==> src/rtl/spi_cmd_pkg.sv <==
// Shared opcodes, header field positions and parser state encoding for the SPI command controller.
package spi_cmd_pkg;

  localparam logic [1:0] OP_NOP   = 2'b00;
  localparam logic [1:0] OP_WRITE = 2'b01;
  localparam logic [1:0] OP_READ  = 2'b10;
  localparam logic [1:0] OP_BURST = 2'b11;

  localparam int HDR_OP_HI   = 7;
  localparam int HDR_OP_LO   = 6;
  localparam int HDR_RSV_HI  = 5;
  localparam int HDR_RSV_LO  = 4;
  localparam int HDR_ADDR_LO = 0;

  typedef enum logic [2:0] {
    S_IDLE,
    S_HDR,
    S_WAIT_DATA,
    S_DATA,
    S_WAIT_LEN,
    S_LEN,
    S_WAIT_BURST,
    S_BURST
  } state_t;

endpackage

==> src/rtl/spi_cmd_regfile.sv <==
// Control register file: one write port, one combinational read port, flattened output bus.
module spi_cmd_regfile #(
  parameter int NUM_REGS = 16,
  parameter int ADDR_W   = 4
) (
  input  logic                  clock,
  input  logic                  reset_n,
  input  logic                  wr_en,
  input  logic [ADDR_W-1:0]     wr_addr,
  input  logic [7:0]            wr_data,
  input  logic [ADDR_W-1:0]     rd_addr,
  output logic [7:0]            rd_data,
  output logic [NUM_REGS*8-1:0] regs_flat
);

  logic [NUM_REGS-1:0][7:0] mem;

  always_ff @(posedge clock or negedge reset_n) begin
    if (!reset_n)   mem <= '0;
    else if (wr_en) mem[wr_addr] <= wr_data;
  end

  assign rd_data   = mem[rd_addr];
  assign regs_flat = mem;

endmodule

==> src/rtl/spi_cmd_controller.sv <==
// Pops the SPI RX FIFO, parses NOP/WRITE/READ/BURST packets and executes them on the register file.
// Optional inter-byte timeout: define SPI_CMD_TIMEOUT_EN.
module spi_cmd_controller
  import spi_cmd_pkg::*;
#(
  parameter int NUM_REGS       = 16,
  parameter int ADDR_W         = 4,
  parameter int TIMEOUT_CYCLES = 270000,
  parameter int TO_W           = 20
) (
  input  logic                  clock,
  input  logic                  reset_n,
  input  logic [7:0]            fifo_data,
  input  logic                  fifo_empty,
  output logic                  fifo_read_en,
  output logic [7:0]            tx_byte,
  output logic [NUM_REGS*8-1:0] ctrl_regs,
  output logic                  reg_wr_strobe,
  output logic [ADDR_W-1:0]     reg_wr_addr,
  output logic                  cmd_error,
  output logic                  busy,
  output logic [7:0]            pkt_count
);

  state_t            state, state_nx;
  logic [ADDR_W-1:0] addr_q, addr_nx;
  logic [7:0]        remain_q, remain_nx;
  logic              pop, wr_en, err, pkt_inc, tx_load, timeout;
  logic [7:0]        rd_data;
  logic [1:0]        hdr_op;
  logic              hdr_bad;
  logic [ADDR_W-1:0] hdr_addr;

  assign hdr_op   = fifo_data[HDR_OP_HI:HDR_OP_LO];
  assign hdr_bad  = |fifo_data[HDR_RSV_HI:HDR_RSV_LO];
  assign hdr_addr = fifo_data[HDR_ADDR_LO +: ADDR_W];

  spi_cmd_regfile #(.NUM_REGS(NUM_REGS), .ADDR_W(ADDR_W)) u_regfile (
    .clock     (clock),
    .reset_n   (reset_n),
    .wr_en     (wr_en),
    .wr_addr   (addr_q),
    .wr_data   (fifo_data),
    .rd_addr   (hdr_addr),
    .rd_data   (rd_data),
    .regs_flat (ctrl_regs)
  );

  always_comb begin
    state_nx  = state;
    addr_nx   = addr_q;
    remain_nx = remain_q;
    pop       = 1'b0;
    wr_en     = 1'b0;
    err       = 1'b0;
    pkt_inc   = 1'b0;
    tx_load   = 1'b0;
    case (state)
      S_IDLE: if (!fifo_empty) begin pop = 1'b1; state_nx = S_HDR; end
      S_HDR: begin
        addr_nx = hdr_addr;
        if (hdr_bad) begin
          err      = 1'b1;
          state_nx = S_IDLE;
        end else begin
          case (hdr_op)
            OP_WRITE: state_nx = S_WAIT_DATA;
            OP_BURST: state_nx = S_WAIT_LEN;
            OP_READ:  begin tx_load = 1'b1; pkt_inc = 1'b1; state_nx = S_IDLE; end
            default:  begin pkt_inc = 1'b1; state_nx = S_IDLE; end
          endcase
        end
      end
      S_WAIT_DATA: begin
        if (!fifo_empty)  begin pop = 1'b1; state_nx = S_DATA; end
        else if (timeout) begin err = 1'b1; state_nx = S_IDLE; end
      end
      S_DATA: begin wr_en = 1'b1; pkt_inc = 1'b1; state_nx = S_IDLE; end
      S_WAIT_LEN: begin
        if (!fifo_empty)  begin pop = 1'b1; state_nx = S_LEN; end
        else if (timeout) begin err = 1'b1; state_nx = S_IDLE; end
      end
      S_LEN: begin
        if (fifo_data == 8'd0) begin
          err      = 1'b1;
          state_nx = S_IDLE;
        end else begin
          remain_nx = fifo_data;
          state_nx  = S_WAIT_BURST;
        end
      end
      S_WAIT_BURST: begin
        if (!fifo_empty)  begin pop = 1'b1; state_nx = S_BURST; end
        else if (timeout) begin err = 1'b1; state_nx = S_IDLE; end
      end
      S_BURST: begin
        // address width equals log2(NUM_REGS), so the increment wraps naturally
        wr_en     = 1'b1;
        addr_nx   = addr_q + 1'b1;
        remain_nx = remain_q - 8'd1;
        if (remain_q == 8'd1) begin
          pkt_inc  = 1'b1;
          state_nx = S_IDLE;
        end else begin
          state_nx = S_WAIT_BURST;
        end
      end
      default: state_nx = S_IDLE;
    endcase
  end

`ifdef SPI_CMD_TIMEOUT_EN
  logic [TO_W-1:0] to_cnt;

  always_ff @(posedge clock or negedge reset_n) begin
    if (!reset_n)
      to_cnt <= '0;
    else if (pop || state == S_IDLE)
      to_cnt <= '0;
    else if (state == S_WAIT_DATA || state == S_WAIT_LEN || state == S_WAIT_BURST)
      to_cnt <= to_cnt + 1'b1;
  end

  assign timeout = (to_cnt == TO_W'(TIMEOUT_CYCLES - 1));
`else
  assign timeout = 1'b0;
`endif

  always_ff @(posedge clock or negedge reset_n) begin
    if (!reset_n) begin
      state         <= S_IDLE;
      addr_q        <= '0;
      remain_q      <= '0;
      tx_byte       <= '0;
      pkt_count     <= '0;
      reg_wr_strobe <= 1'b0;
      reg_wr_addr   <= '0;
      cmd_error     <= 1'b0;
    end else begin
      state         <= state_nx;
      addr_q        <= addr_nx;
      remain_q      <= remain_nx;
      reg_wr_strobe <= wr_en;
      cmd_error     <= err;
      if (tx_load) tx_byte     <= rd_data;
      if (pkt_inc) pkt_count   <= pkt_count + 8'd1;
      if (wr_en)   reg_wr_addr <= addr_q;
    end
  end

  // gated so a non-empty FIFO cannot see a pop while reset is held
  assign fifo_read_en = pop & reset_n;
  assign busy         = (state != S_IDLE);

endmodule

==> config.mk <==
export PLATFORM = sky130hd
export DESIGN_NAME = spi_cmd_controller
export DESIGN_NICKNAME = d
export VERILOG_FILES = /design/src/rtl/spi_cmd_pkg.sv /design/src/rtl/spi_cmd_regfile.sv /design/src/rtl/spi_cmd_controller.sv
export SDC_FILE = /design/constraint.sdc
export NUM_CORES = 1
export LEC_CHECK = 0
export CORE_MARGIN = 8
export CORE_UTILIZATION = 63
export DETAILED_ROUTE_END_ITERATION = 6
export DONT_BUFFER_PORTS = 1
export PLACE_DENSITY = 0.79
export SLEW_MARGIN = 20
export SYNTH_ARGS = -nofsm -noshare
export SYNTH_HDL_FRONTEND = slang
export SYNTH_SLANG_ARGS = --single-unit
==> constraint.sdc <==
create_clock -name clock -period 2.5 [get_ports clock]
set_input_delay 0.625 -clock clock [delete_from_list [all_inputs] [get_ports clock]]
set_output_delay 0.625 -clock clock [all_outputs]
set_load 0.01 [all_outputs]
Word level (Yosys, flattened, before mapping)
Cells that the tools add are included.
- register bits: 165
- input port bits: 11
- output and inout bits: 152
- add/sub/neg operators: 3
- $lt $le $gt $ge: 3
- eq/ne operators: 16
- mux-type cells: 30
- bitwise logic cells: 1
- reductions and logical operators: 12
- operators with widths (cell ; number):
    128-bit bitwise mux ; 1
    8-bit binary-select mux with 4-bit select ; 1
    8-bit demux with 4-bit select ; 1
    8-bit 2-to-1 mux ; 3
    3-bit one-hot mux with 8 select lines ; 1
    3-bit 2-to-1 mux ; 7
    8-bit one-hot mux with 2 select lines ; 1
    3-bit equality test (second input constant) ; 4
    1-bit 2-to-1 mux ; 11
    4-bit by 5-bit less-than comparator with 1-bit output (second input constant) ; 2
    2-bit inequality test (second input constant) ; 5
    8-bit by 1-bit adder with 8-bit output (second input constant) ; 1
    8-bit by 1-bit equality test with 1-bit output (second input constant) ; 1
    8-bit zero test ; 1
    4-bit one-hot mux with 2 select lines ; 1
    8-bit by 1-bit subtractor with 8-bit output (second input constant) ; 1
    3-bit by 2-bit equality test with 1-bit output (second input constant) ; 2
    3-bit one-hot mux with 2 select lines ; 1
    2-bit OR reduction ; 3
    4-bit by 1-bit adder with 4-bit output (second input constant) ; 1
    2-bit equality test (second input constant) ; 2
    4-bit by 1-bit greater-or-equal comparator with 1-bit output (second input constant) ; 1
    4-bit AND reduction ; 1
    2-bit nonzero test ; 2
    10 further kinds ; 10

Logic depth before layout (Yosys ltp)
- word-level depth: 5
- mapped depth: 7
- gate-level depth less buffers: 7

Modules after synthesis
A second synthesis with hierarchy kept.
- cells, all modules: 550
- area, all modules: 7773.7 µm²
- by module, submodules not included (module ; times used ; cells an instance ; area each (µm²)):
    spi_cmd_regfile ; 1 ; 368 ; 5860.6
    spi_cmd_controller ; 1 ; 182 ; 1913.1

Worst setup path after synthesis
OpenSTA, ideal clock, no wires.
- path type: input to register
- start point: in fifo_data[1]
- end point: reg tx_byte[1]
- library setup time: 136 ps
- arrival time: 2051 ps
- setup slack: 313 ps
- stages on the path: 6
- path through: clkbuf_1 buf_1 mux4_2 mux2_2 o21ai_0 o21ai_0
- longest elaborated chain between the ends: 2
- RTL lines (what ; RTL line ; text):
    start: declaration ; spi_cmd_controller.sv:13 ; input logic [7:0] fifo_data,
    8-bit binary-select mux with 4-bit select ; spi_cmd_regfile.sv:23 ; assign rd_data = mem[rd_addr];
    8-bit 2-to-1 mux (not written as such) ; spi_cmd_regfile.sv:23 ;
    end signal: assignment ; spi_cmd_controller.sv:145 ; if (tx_load) tx_byte <= rd_data;
    end: declaration ; spi_cmd_controller.sv:16 ; output logic [7:0] tx_byte,
No other way between the ends. The select of a mux whose other input is x is not followed.
A chain may end at the register's enable or synchronous reset.

Final worst setup path
- start point: reg state[1]
- end point: reg remain_q[5]
- longest elaborated chain between the ends: 3
- elaborated cells between the ends (all ways): 6
- RTL lines (what ; RTL line ; text):
    start: declaration ; spi_cmd_controller.sv:25 ; state_t state, state_nx;
    start signal: assignment ; spi_cmd_controller.sv:140 ; state <= state_nx;
    3-bit equality test ; spi_cmd_controller.sv:58 ; case (state)
    2-bit inequality test (no line) / 2-bit nonzero test (equally long branches) ; -- ;
    2-bit AND reduction (no line) ; -- ;
    end signal: assignment ; spi_cmd_controller.sv:142 ; remain_q <= remain_nx;
    end: declaration ; spi_cmd_controller.sv:27 ; logic [7:0] remain_q, remain_nx;
Parallel ways exist; a longest one is shown, timed or not.

==> metrics.md <==
| Metric | Value |
|---|---|
| Total negative slack | `0 ps` |
| Initial core utilization | `64.3%` |
| FFs w/ async S/R, synth | `100%` |
| Yosys reg bits | `165` |
| Power Density | `1200 nW/um2` |
| Max Clock Freq | `0.452 GHz` |
| Class of the worst hold path | `in2async` |
| Largest net degree at the start of global routing | `167` |
| Final net count | `584` |
| Cells after synthesis | `571` |
| Rows | `40` |
| DRT iter0 DRCs | `500` |
| Layout cells sized above 1 | `38.3%` |
| Max Cap Violations | `0` |
| # clock sinks | `165` |
| Most frequent cells in the layout | `dfrtp_1, mux2_2, nand2_1` |
| Post-synth top area share | `53.7%` |
| GRT Total Usage | `26.1%` |
| Remaining antenna violation count | `0` |
| Area leader, netlist | `dfrtp_1` |
| Worst slack at placement | `323 ps` |
| DR vias | `4957` |
| Crit path max fanout | `12` |
| N_diodes | `0` |
| Failing checks | `hold timing` |
| Crit path DAT | `2520 ps` |
| Worst path required time | `2810 ps` |
| Count of input and output buffers | `0` |
| DR vias/cell | `6.83` |
| Grt ovf | `0` |
| Total Wirelength | `20.1 mm` |
| CTS root buffer | `clkbuf_16` |
| Area Overhead vs Synth | `9.80%` |
| Static power due to leakage | `3.86 nW` |
| DIE WIDTH | `126 um` |
| Run status | `finished with violations` |
| Internal power | `0.00661 W` |
| Register area share after synthesis | `53.7%` |
| CP Class | `reg2reg` |
| RSZ-0062 raised after global routing | `no` |
| DR WL/cell | `27.7 um` |
| Peak VDD IR | `0.761 mV` |
| Core Area | `12000 um2` |
| Slew HR | `64.4%` |
| Synthesized area | `7690 um2` |
| Min cycle time layout | `2210 ps` |
| Vias in the first global route | `5167` |
| Longest Clk Path Bufs | `2` |
| Worst slew pin tran | `532 ps` |
| Final setup margin | `287 ps` |
| Mapped Nets | `589` |
| Syn Area/Cell | `13.5 um2` |
| Drc violations | `0` |
| DR pass1 iterations | `5` |
| Fin crit share | `88.5%` |
| H-tree lvl count | `4` |
| Final setup viols | `0` |
| Clock share of power | `27.0%` |
| Hold slack | `-103 ps` |
| Endpoint type of the worst setup path | `register` |
| Sequential Power Share | `52.0%` |
| Commonest non-fill, non-tap cell in the layout | `dfrtp_1` |
| DIE HEIGHT | `126 um` |
| Clk_skew | `8.27 ps` |
| Post-synth EDFFs | `0` |
| Post-CTS Setup Inserts | `0` |
| Reg clk slew, reported paths | `60 ps` |
| First-pass GRT wire length | `31.5 mm` |
| Switching power | `0.00349 W` |
| CTS Buf Count | `17` |
| Yosys warns | `0` |
| Fill cell count | `809` |
| Initial antenna violation count | `0` |
| Worst setup SP type | `register` |
| Final Slew Violations | `0` |
| Worst skew pair latency | `430 ps` |
| IO Count | `163` |
| TritonCTS clock tree | `done` |
| Routability congestion estimate | `0.818` |
| Net Sw Frac | `34.5%` |
| Final Hold Fails | `165` |
| Comb power frac | `21.0%` |
| Post-DP HPWL | `13.6 mm` |
| Area contributors post-synth | `dfrtp_1, mux2_2, mux4_2` |
| Post-synth cell types | `44` |
| Die ar. | `16000 um2` |
| Main synth FF type | `dfrtp_1` |
| CTS-repair resized insts | `0` |
-- Yosys cell counts, types with 3 or more instances --
| cell type | instances |
|---|---|
| dfrtp_1 | 165 |
| xor2_1 | 5 |
| nor3_1 | 6 |
| nor2_1 | 22 |
| a21oi_1 | 9 |
| inv_1 | 11 |
| nor2_2 | 3 |
| o22ai_1 | 5 |
| buf_1 | 3 |
| mux2i_1 | 8 |
| ha_1 | 7 |
| mux4_2 | 32 |
| mux2_2 | 133 |
| buf_2 | 8 |
| nand2_1 | 50 |
| clkbuf_1 | 27 |
| nand3_1 | 15 |
| o211ai_1 | 5 |
| nand2b_1 | 3 |
| o21ai_0 | 23 |
-- logic make-up (layout without fill, tap and decap cells) --
kind of cell,after synthesis,in the layout,synth area share (%)
compound gates,59,59,5.06
xor+xnor,7,7,0.797
fa+ha+maj,7,7,1.14
buf+inv,49,57,2.52
flops,165,165,53.7
mux,173,173,29.9
simple gates,111,111,6.90
-- power groups by stage --
stage / combinational (W) / sequential (W) / clock [W]
6_report: 0.00212 / 0.00525 / 0.00273
5_1_grt: 0.00233 / 0.00539 / 0.00286
4_1_cts: 0.00213 / 0.00528 / 0.00276
3_5_place_dp: 0.00209 / 0.00532 / 0
3_3_place_gp: 0.00198 / 0.00525 / 0
2_1_floorplan: 0.00188 / 0.00474 / 0
-- layer usage --
metal	share of wire (%)	vias to the layer above	wire length (um)	GRT usage, %
met2	50	237	9980	42.1
met4	3.1	0	628	11.5
li1	-	2078	-	-
met5	0	-	0	0
met1	36	2594	7320	30.1
met3	11	48	2160	10.7
-- final timing paths --
check / start / endpoint / slack, ps / depth (start not counted)
max in group asynchronous: reset_n / u_regfile.regs_flat[52] / 2250 / 0
max reg2reg: state[1] / remain_q[5] / 290 / 5
min: reset_n / addr_q[1] / -100 / 0
min in group clock: fifo_empty / state[0] / 270 / 1
max: state[1] / remain_q[5] / 290 / 5
min reg2reg: remain_q[1] / remain_q[1] / 530 / 2
-- critical path, stage by stage, from the launching register on --
cell and delay [ps]:
dfrtp_1 500, nand2b_1 320, nor2_1 460, nand2_1 330
o311a_1 210, a311o_1 270
-- cell type report --
class                           count  area, um2  area share (%)
Sequential cell                   165       4130            48.9
Multi-Input combinational cell    357       3370            39.9
Clock buffer                       22        474            5.62
Tap cell                          147        184            2.18
Clock inverter                     10        143            1.69
Timing Repair Buffer               14        105            1.24
Inverter                           11       41.3           0.489
-- per-stage QoR --
stage	util [%]	cell area (um2)	total power [W]	std cells
after global routing	70.6	8440	0.0106	726
final	70.6	8440	0.0101	726
after floorplan	-	7690	0.00662	571
after CTS	70.6	8440	0.0102	726
after detailed placement	65.4	7830	0.00742	694
after global placement	65.4	7830	0.00723	694
-- registers in the layout, summed over array words and instances, names as in the netlist --
| name | cells |
|---|---|
| addr_q | 4 |
| cmd_error | 1 |
| pkt_count | 8 |
| reg_wr_addr | 4 |
| reg_wr_strobe | 1 |
| remain_q | 8 |
| state | 3 |
| tx_byte | 8 |
| u_regfile.regs_flat | 128 |
Power figures use the tool's default switching activity.
==> variant, RTL diff (same settings) <==
Build with the macro `SPI_CMD_TIMEOUT_EN` defined.
--- a/src/rtl/spi_cmd_controller.sv
+++ b/src/rtl/spi_cmd_controller.sv
@@ -2,2 +2,4 @@
 // Optional inter-byte timeout: define SPI_CMD_TIMEOUT_EN.
+`define SPI_CMD_TIMEOUT_EN
+
 module spi_cmd_controller
Check against the original RTL: same outputs for any inputs over 4 cycles, from zero or initial values and one cycle with reset_n low; that may be too few to reach the edited logic, so the function may still have changed.
==> variant against the unedited design <==
  * The flow still finishes with violations (hold timing)
  * Setup slack improved by 0.088 ns
  * Area after synthesis increased by 13%
  * Cell area increased by 11%
  * Sequential share of layout area increased by 0.29 points
  * Wire length rose by 10%
  * Sequential cell count increased by 20
  * Highest routed layer unchanged
  * Hold slack got worse by 0.012 ns
  * Total power increased by 4.8%
==> variant: results (changes against the unedited design) <==
Placement
  – Post-placement cell count: 816 (was 694)
  – Pre-CTS WS: 0.523 ns (was 0.323 ns)
  – Dpl hpwl: 15.0 mm (was 13.6 mm)
  – Placed Area: 8810 sq um (was 7830 sq um)

Logic synthesis
  – Syn_area_per_cell: 13.0 sq um (was 13.5 sq um)
  – Yosys cell types: 48 (was 44)
  – Sequential area share after synthesis: 53.1% (was 53.7%)
  – Top area cells in the synthesized netlist: dfrtp_1, mux2_2, mux4_2 (unchanged)
  – Synthesized Nets: 689 (was 589)
  – Complex-gate fraction of the synthesized area: 3.92% (was 5.06%)
  – Post-Synth Adder-Cell Area: 1.15% (was 1.14%)
  – Mux share of post-synthesis cell area: 27.3% (was 29.9%)
  – Synth Area in XOR/XNOR: 2.11% (was 0.797%)
  – Synth top cells by count: dfrtp_1, mux2_2, nand2_1 (unchanged)

Timing
  – Skew final: 0.00666 ns (was 0.00827 ns)
  – Fin crit share: 85.0% (was 88.5%)
  – Slew margin rel.: 56.2% (was 64.4%)
  – Endpoints failing hold: 185 (was 165)
  – Fin Hold WS: -0.115 ns (was -0.103 ns)

Global route
  – Largest net degree at the start of global routing: 187 (was 167)
  – Antenna violations before repair: 0 (unchanged)
  – Vias in the first global route: 5873 (was 5167)
  – First-pass GRT wire length: 34.9 mm (was 31.5 mm)
  – Total GRT Usage: 25.5% (was 26.1%)

Power
  – Power density cells: 1120 nW/um^2 (was 1200 nW/um^2)
  – Sequential group share of total power: 53.7% (was 52.0%)
  – Maximum vdd drop: 0.000771 V (was 0.000761 V)
  – Leak pwr: 4.19 nW (was 3.86 nW)
  – NetSw: 3.69 mW (was 3.49 mW)
  – Logic pwr share: 20.5% (was 21.0%)

Setup path
  – CP max stage delay: 0.56 ns (was 0.50 ns)
  – Crit-path max FO: 15 (was 12)
  – Slowest cell on the critical path: dfrtp_1 (unchanged)
  – Top cell family by delay on the critical path: flip-flops (was simple AND/OR/NAND/NOR gates)
  – R2r startpoint: addr_q[0] (was state[1])
  – FF-to-FF setup slack: 0.48 ns (was 0.29 ns)
  – Worst Setup EP: busy (was remain_q[5])
  – Origin of the worst setup path: state[2] (was state[1])
  – WP data arrival: 1.50 ns (was 2.52 ns)

Layout
  – Share of layout cells above drive strength 1: 34.2% (was 38.3%)
  – FILL cells: 973 (was 809)
  – Final nets: 674 (was 584)

Clock tree
  – Reg clk slew, reported paths: 0.07 ns

Route
  – Drt pass-1 iters: 7 (was 5)
  – 1st-iter DRT viols: 402 (was 500)
  – Via density: 6.60 (was 6.83)
  – Total wire length: 22.1 mm (was 20.1 mm)
  – Wirelength per Cell: 26.1 microns (was 27.7 microns)

Status
  – Status: complete, but fails checks (unchanged)
  – Failing checks: hold timing (unchanged)
-- variant: layout make-up --
class / count / area, sq um / area share (%)
Clock buffer: 20 / 467 / 4.96
Sequential cell: 185 / 4630 / 49.2
Clock inverter: 11 / 136 / 1.45
Inverter: 10 / 37.5 / 0.399
Tap cell: 180 / 225 / 2.39
Multi-Input combinational cell: 435 / 3870 / 41.1
Timing Repair Buffer: 6 / 45.0 / 0.479
-- variant: layer usage --
metal	vias up	part of all wire [%]	track usage [%]	wire, microns
met2	222	52	42.4	11500
li1	2397	-	-	-
met5	-	0	0	0
met1	2936	36	29.3	8010
met4	0	2.2	9.36	477
met3	35	9.6	10.2	2120
-- variant: worst register-to-register path, cell delays in order (launching register included) --
cell and delay [ns]:
dfrtp_1 0.45, inv_1 0.17, ha_1 0.19, nand2_1 0.13, nor2_2 0.54, mux2_2 0.41
